**src/rtl/rng_uart_tx.sv**
```systemverilog
// rng_uart_tx: buffers 32-bit random words in a small FIFO and sends each one
// as four 8N1 UART bytes, most significant byte first. Words arriving while
// the FIFO is full are dropped, and a sticky flag plus a saturating count
// record the loss.
module rng_uart_tx #(
  parameter int CLKS_PER_BIT = 868,
  parameter int FIFO_DEPTH   = 4
) (
  input  logic        clk,
  input  logic        rst,
  input  logic        valid_in,
  input  logic [31:0] random_in,
  output logic        tx,
  output logic        busy,
  output logic        overflow,
  output logic [7:0]  drop_count
);

  localparam int BW = $clog2(CLKS_PER_BIT);
  localparam int AW = $clog2(FIFO_DEPTH);
  localparam int CW = AW + 1;
  localparam logic [BW-1:0] BAUD_MAX = BW'(CLKS_PER_BIT - 1);
  localparam logic [CW-1:0] FIFO_FULL = CW'(FIFO_DEPTH);

  typedef enum logic [1:0] {IDLE, START, DATA, STOP} state_t;

  // FIFO storage and pointers
  logic [31:0]   mem_q [FIFO_DEPTH];
  logic [AW-1:0] wr_ptr_q, rd_ptr_q;
  logic [CW-1:0] count_q;
  logic          full, empty, push, drop, pop;

  // Drop tracking
  logic       overflow_q;
  logic [7:0] drop_count_q;

  // Serializer state
  state_t      state_q, state_d;
  logic [BW-1:0] baud_q, baud_d;
  logic [2:0]  bit_q, bit_d;
  logic [1:0]  byte_q, byte_d;
  logic [31:0] shreg_q, shreg_d;
  logic        tx_q, tx_d;
  logic [7:0]  cur_byte;

  // The full test uses the count from the start of the cycle, so a word that
  // arrives while the FIFO is full is dropped even if the FSM pops that cycle.
  assign full  = (count_q == FIFO_FULL);
  assign empty = (count_q == '0);
  assign push  = valid_in && !full;
  assign drop  = valid_in && full;

  assign cur_byte = shreg_q[31:24];

  // FIFO write, read and occupancy tracking
  always_ff @(posedge clk) begin
    if (rst) begin
      wr_ptr_q <= '0;
      rd_ptr_q <= '0;
      count_q  <= '0;
    end else begin
      if (push) begin
        mem_q[wr_ptr_q] <= random_in;
        wr_ptr_q        <= wr_ptr_q + AW'(1);
      end
      if (pop) begin
        rd_ptr_q <= rd_ptr_q + AW'(1);
      end
      case ({push, pop})
        2'b10:   count_q <= count_q + CW'(1);
        2'b01:   count_q <= count_q - CW'(1);
        default: count_q <= count_q;
      endcase
    end
  end

  // Sticky overflow flag and saturating drop counter
  always_ff @(posedge clk) begin
    if (rst) begin
      overflow_q   <= 1'b0;
      drop_count_q <= '0;
    end else if (drop) begin
      overflow_q <= 1'b1;
      if (drop_count_q != 8'hFF) begin
        drop_count_q <= drop_count_q + 8'd1;
      end
    end
  end

  // Serializer state register
  always_ff @(posedge clk) begin
    if (rst) begin
      state_q <= IDLE;
      baud_q  <= '0;
      bit_q   <= '0;
      byte_q  <= '0;
      shreg_q <= '0;
      tx_q    <= 1'b1;
    end else begin
      state_q <= state_d;
      baud_q  <= baud_d;
      bit_q   <= bit_d;
      byte_q  <= byte_d;
      shreg_q <= shreg_d;
      tx_q    <= tx_d;
    end
  end

  // Next-state logic; tx_d is the line level for the state being entered so
  // the registered tx changes on the same edge as the state.
  always_comb begin
    state_d = state_q;
    baud_d  = baud_q;
    bit_d   = bit_q;
    byte_d  = byte_q;
    shreg_d = shreg_q;
    tx_d    = tx_q;
    pop     = 1'b0;
    case (state_q)
      IDLE: begin
        tx_d = 1'b1;
        if (!empty) begin
          pop     = 1'b1;
          shreg_d = mem_q[rd_ptr_q];
          byte_d  = '0;
          baud_d  = '0;
          state_d = START;
          tx_d    = 1'b0;
        end
      end
      START: begin
        if (baud_q == BAUD_MAX) begin
          baud_d  = '0;
          bit_d   = '0;
          state_d = DATA;
          tx_d    = cur_byte[0];
        end else begin
          baud_d = baud_q + BW'(1);
        end
      end
      DATA: begin
        if (baud_q == BAUD_MAX) begin
          baud_d = '0;
          if (bit_q == 3'd7) begin
            state_d = STOP;
            tx_d    = 1'b1;
          end else begin
            bit_d = bit_q + 3'd1;
            tx_d  = cur_byte[bit_q + 3'd1];
          end
        end else begin
          baud_d = baud_q + BW'(1);
        end
      end
      STOP: begin
        if (baud_q == BAUD_MAX) begin
          baud_d = '0;
          if (byte_q != 2'd3) begin
            byte_d  = byte_q + 2'd1;
            shreg_d = {shreg_q[23:0], 8'h00};
            state_d = START;
            tx_d    = 1'b0;
          end else begin
            state_d = IDLE;
            tx_d    = 1'b1;
          end
        end else begin
          baud_d = baud_q + BW'(1);
        end
      end
      default: begin
        state_d = IDLE;
        tx_d    = 1'b1;
      end
    endcase
  end

  assign tx         = tx_q;
  assign busy       = (state_q != IDLE) || !empty;
  assign overflow   = overflow_q;
  assign drop_count = drop_count_q;

endmodule

```
**config.mk**
```make
export PLATFORM = sky130hd
export DESIGN_NAME = rng_uart_tx
export DESIGN_NICKNAME = d
export VERILOG_FILES = /design/src/rtl/rng_uart_tx.sv
export SDC_FILE = /design/constraint.sdc
export NUM_CORES = 1
export LEC_CHECK = 0
export ABC_AREA = 1
export CAP_MARGIN = 20
export CORE_UTILIZATION = 50
export DETAILED_ROUTE_END_ITERATION = 7
export GPL_TIMING_DRIVEN = 0
export HOLD_SLACK_MARGIN = 0.06
export PLACE_DENSITY_LB_ADDON = 0.3
export SETUP_SLACK_MARGIN = 0.3
export SYNTH_ARGS = -nofsm -noshare
export SYNTH_HDL_FRONTEND = slang
export SYNTH_SLANG_ARGS = --single-unit
```
**constraint.sdc**
```tcl
create_clock -name clk -period 2.4 [get_ports clk]
set_clock_uncertainty 0.2 [all_clocks]
set_input_delay 0.24 -clock clk [delete_from_list [all_inputs] [get_ports clk]]
set_output_delay 0.24 -clock clk [all_outputs]
set_load 0.02 [all_outputs]
```
==> out/qor.csv <==
metric,value,unit
outcome,finished clean,
grt_max_degree,30,
startpoint_type,flip-flop,
synth_seq_cells,196,
final_layout_size_suffix_gt1_share,9.84,%
gp_congestion,0.863,
finalSetupViolCount,0,
dieArea,17600,um2
fin_crit_sh,87.1,%
power.total,12.0,mW
synth_mux_area_share,0,%
ys_top_cells_by_area,"edfxtp_1 45%, dfxtp_1 16%, nand2_1 9.0%, nor2_1 8.9%, o21ai_0 5.1%",
crit_fanout,10,
path_clk_slew,0.07,ns
dr.pass1.iters,5,
cts_max_level,4,
rrSetupSlack,0.41,ns
rows,47,
synth_cells,937,
hp-start,random_in[29],
critPathLaunch,state_q[0]$_SDFFE_PP0P_,
holdPathStages,1,
critical_path_required,1.96,ns
post-route-drc-count,0,
drtIter0Drc,419,
yosys.area.top_type_share,45.1,%
core,16600,um2
hold_buffers,0,
start_util,51.4,%
cts-root-buf,clkbuf_16,
layout-area-overhead-vs-synth,19.2,%
arrival,1.65,ns
cts_inserted_buffers,17,
syn_nets,988,
cts.sinks,196,
max_freq,479,MHz
synth_top_family_by_area,simple AND/OR/NAND/NOR gates,
rsz0062_at_grt,true,
yosys.area_share.simple,20.8,%
hold_end,mem_q[1][29]$_DFFE_PP_,
synth-compound-area-share,9.41,%
finalCriticalPeriod,2.09,ns
dp_hpwl,12.2,mm
reg2regPathDepth,11,
synth.largest_area_cell,edfxtp_1,
grt_pass1_wl,30.6,mm
hold_viol_final,0,
synth_xor_area_share,0.514,%
synth_cell_types,32,
yosys_warnings,0,
route.detailed.vias_per_inst,5.15,
hold_path_class,input port to flip-flop,
rr_endpoint,count_q[2]$_SDFFE_PP0P_,
wl_per_cell,15.0,um
overflow,0,
clockBufferDepth,2,
wirelength,18.7,mm
diodes,0,
ant_nets,0,
ys_seq_area_share,61.1,%
syn_area_per_cell,9.09,um2
nNetsFinal,1064,
grt_pass1_vias,6169,
chipHeight,133,um
placed_cell_area,9370,um2
cap_violations,0,
num_vias,6417,
io_pins,46,
yosys.area_share.adder,2.44,%
tritoncts,built,
fin_area,10200,um2
final_common_cell,nand2_1,
die_w,133,um
grt.total_usage,22.2,%
insertion_delay,0.43,ns
portBuffers,45,
cp-end-kind,output port,
drv_slew,0,
p_leak,4.03,nW
tightest_slew,0.584,ns
rr_startpoint,state_q[0]$_SDFFE_PP0P_,
synthesis.area,8520,um2
slew_headroom,61.1,%
ir_drop,696,uV
powerDensity,1180,nW/um2
worst-setup-path-type,flip-flop to output port,
final_cell_mix,"203 x nand2_1, 196 x nor2_1, 128 x edfxtp_1",
antenna_found_initial,0,
[synth_stat cells (all sizes together)]
| master | count |
|---|---|
| nand2 | 205 |
| nor2 | 202 |
| edfxtp | 128 |
| o21ai | 108 |
| inv | 73 |
| dfxtp | 68 |
| a21oi | 39 |
| nand3 | 34 |
| buf | 25 |
| clkbuf | 16 |
| ha | 15 |
| nand4 | 4 |
| xor2 | 4 |
| nor3 | 3 |
| o21a | 3 |
| o211a | 2 |
| a221oi | 1 |
| and3 | 1 |
| clkinv | 1 |
| fa | 1 |
| o211ai | 1 |
| o21bai | 1 |
| or2 | 1 |
| xnor2 | 1 |
[worst max path at each step]
stage                              to  slack (ns)  cells after the start
6_report                         busy        0.31                      6
5_1_grt                          busy        0.25                      6
4_1_cts                          busy        0.16                      4
3_5_place_dp   mem_q[1][20]$_DFFE_PP_       -0.20                      5
3_3_place_gp   mem_q[2][20]$_DFFE_PP_       -0.88                      4
2_1_floorplan   mem_q[0][0]$_DFFE_PP_        0.20                      4
[state kept, by name, indices dropped and copies added, names as in the netlist, named ones only]
name	cells
baud_q	10
tx	1
byte_q	2
rd_ptr_q	2
mem_q	128
count_q	3
bit_q	3
wr_ptr_q	2
drop_count	8
shreg_q	32
overflow	1
state_q	2
[metrics by stage]
stage,hold WS [ns],worst slack [ns],cells,util (%),setup TNS (ns)
after floorplan,0.109,0.200,937,-,0
after global placement,0.249,-0.879,1202,55.8,-110.86
after detailed placement,0.261,-0.204,1206,56.5,-3.93
after CTS,0.225,0.159,1242,60.6,0
after global routing,0.253,0.251,1246,61.2,0
final,0.236,0.310,1246,61.2,0
[power breakdown]
group | switching [mW] | leakage, nW | internal, mW
combinational | 3.08 | 2.01 | 1.76
sequential | 0.207 | 1.72 | 4.04
clock | 1.35 | 0.293 | 1.59
total | 4.64 | 4.03 | 7.39
[cell families (layout without fill, tap and decap cells)]
group / after synthesis / after routing
adders and majority gates: 16 / 16
DFF: 196 / 196
buffers and inverters: 115 / 204
and+or+nand+nor: 450 / 450
xor gates and xnor gates: 5 / 5
AOI/OAI and AO/OA: 155 / 155
[what timing repair did]
| action | 4_1_cts | 5_1_grt |
|---|---|---|
| setup buffers | 4 | 4 |
| pin swaps | 3 | 6 |
| resized for setup | 9 | 28 |
| cloned | 0 | 0 |
| hold endpoints to repair | 0 | 0 |
| endpoints found under the setup margin | 20 | 41 |
[cell type report]
cell class,count,area [um2]
plain buffers,41,223
clock inverters,14,178
flip-flops and latches,196,5220
clock buffers,18,429
fillers,1379,6430
repair buffers,57,622
well taps,220,275
multi-input cells,626,2920
inverters,74,285
[layer usage]
layer | routed length (um) | track usage, % | part of all wire (%) | vias up
met3 | 751 | 3.18 | 4.0 | 29
met5 | 0 | 0 | 0 | -
met2 | 9370 | 37.6 | 50 | 173
met1 | 8310 | 29.3 | 44 | 2990
met4 | 317 | 7.60 | 1.7 | 0
li1 | - | - | - | 3225
[worst max-delay path, cell delays in order, from the launching register on]
cell      delay [ns]
dfxtp_2         0.37
inv_2           0.06
ha_4            0.17
buf_12          0.12
nand2_4         0.12
buf_4           0.20
clkbuf_2        0.19
No activity file was read; power rests on OpenSTA's default activity.
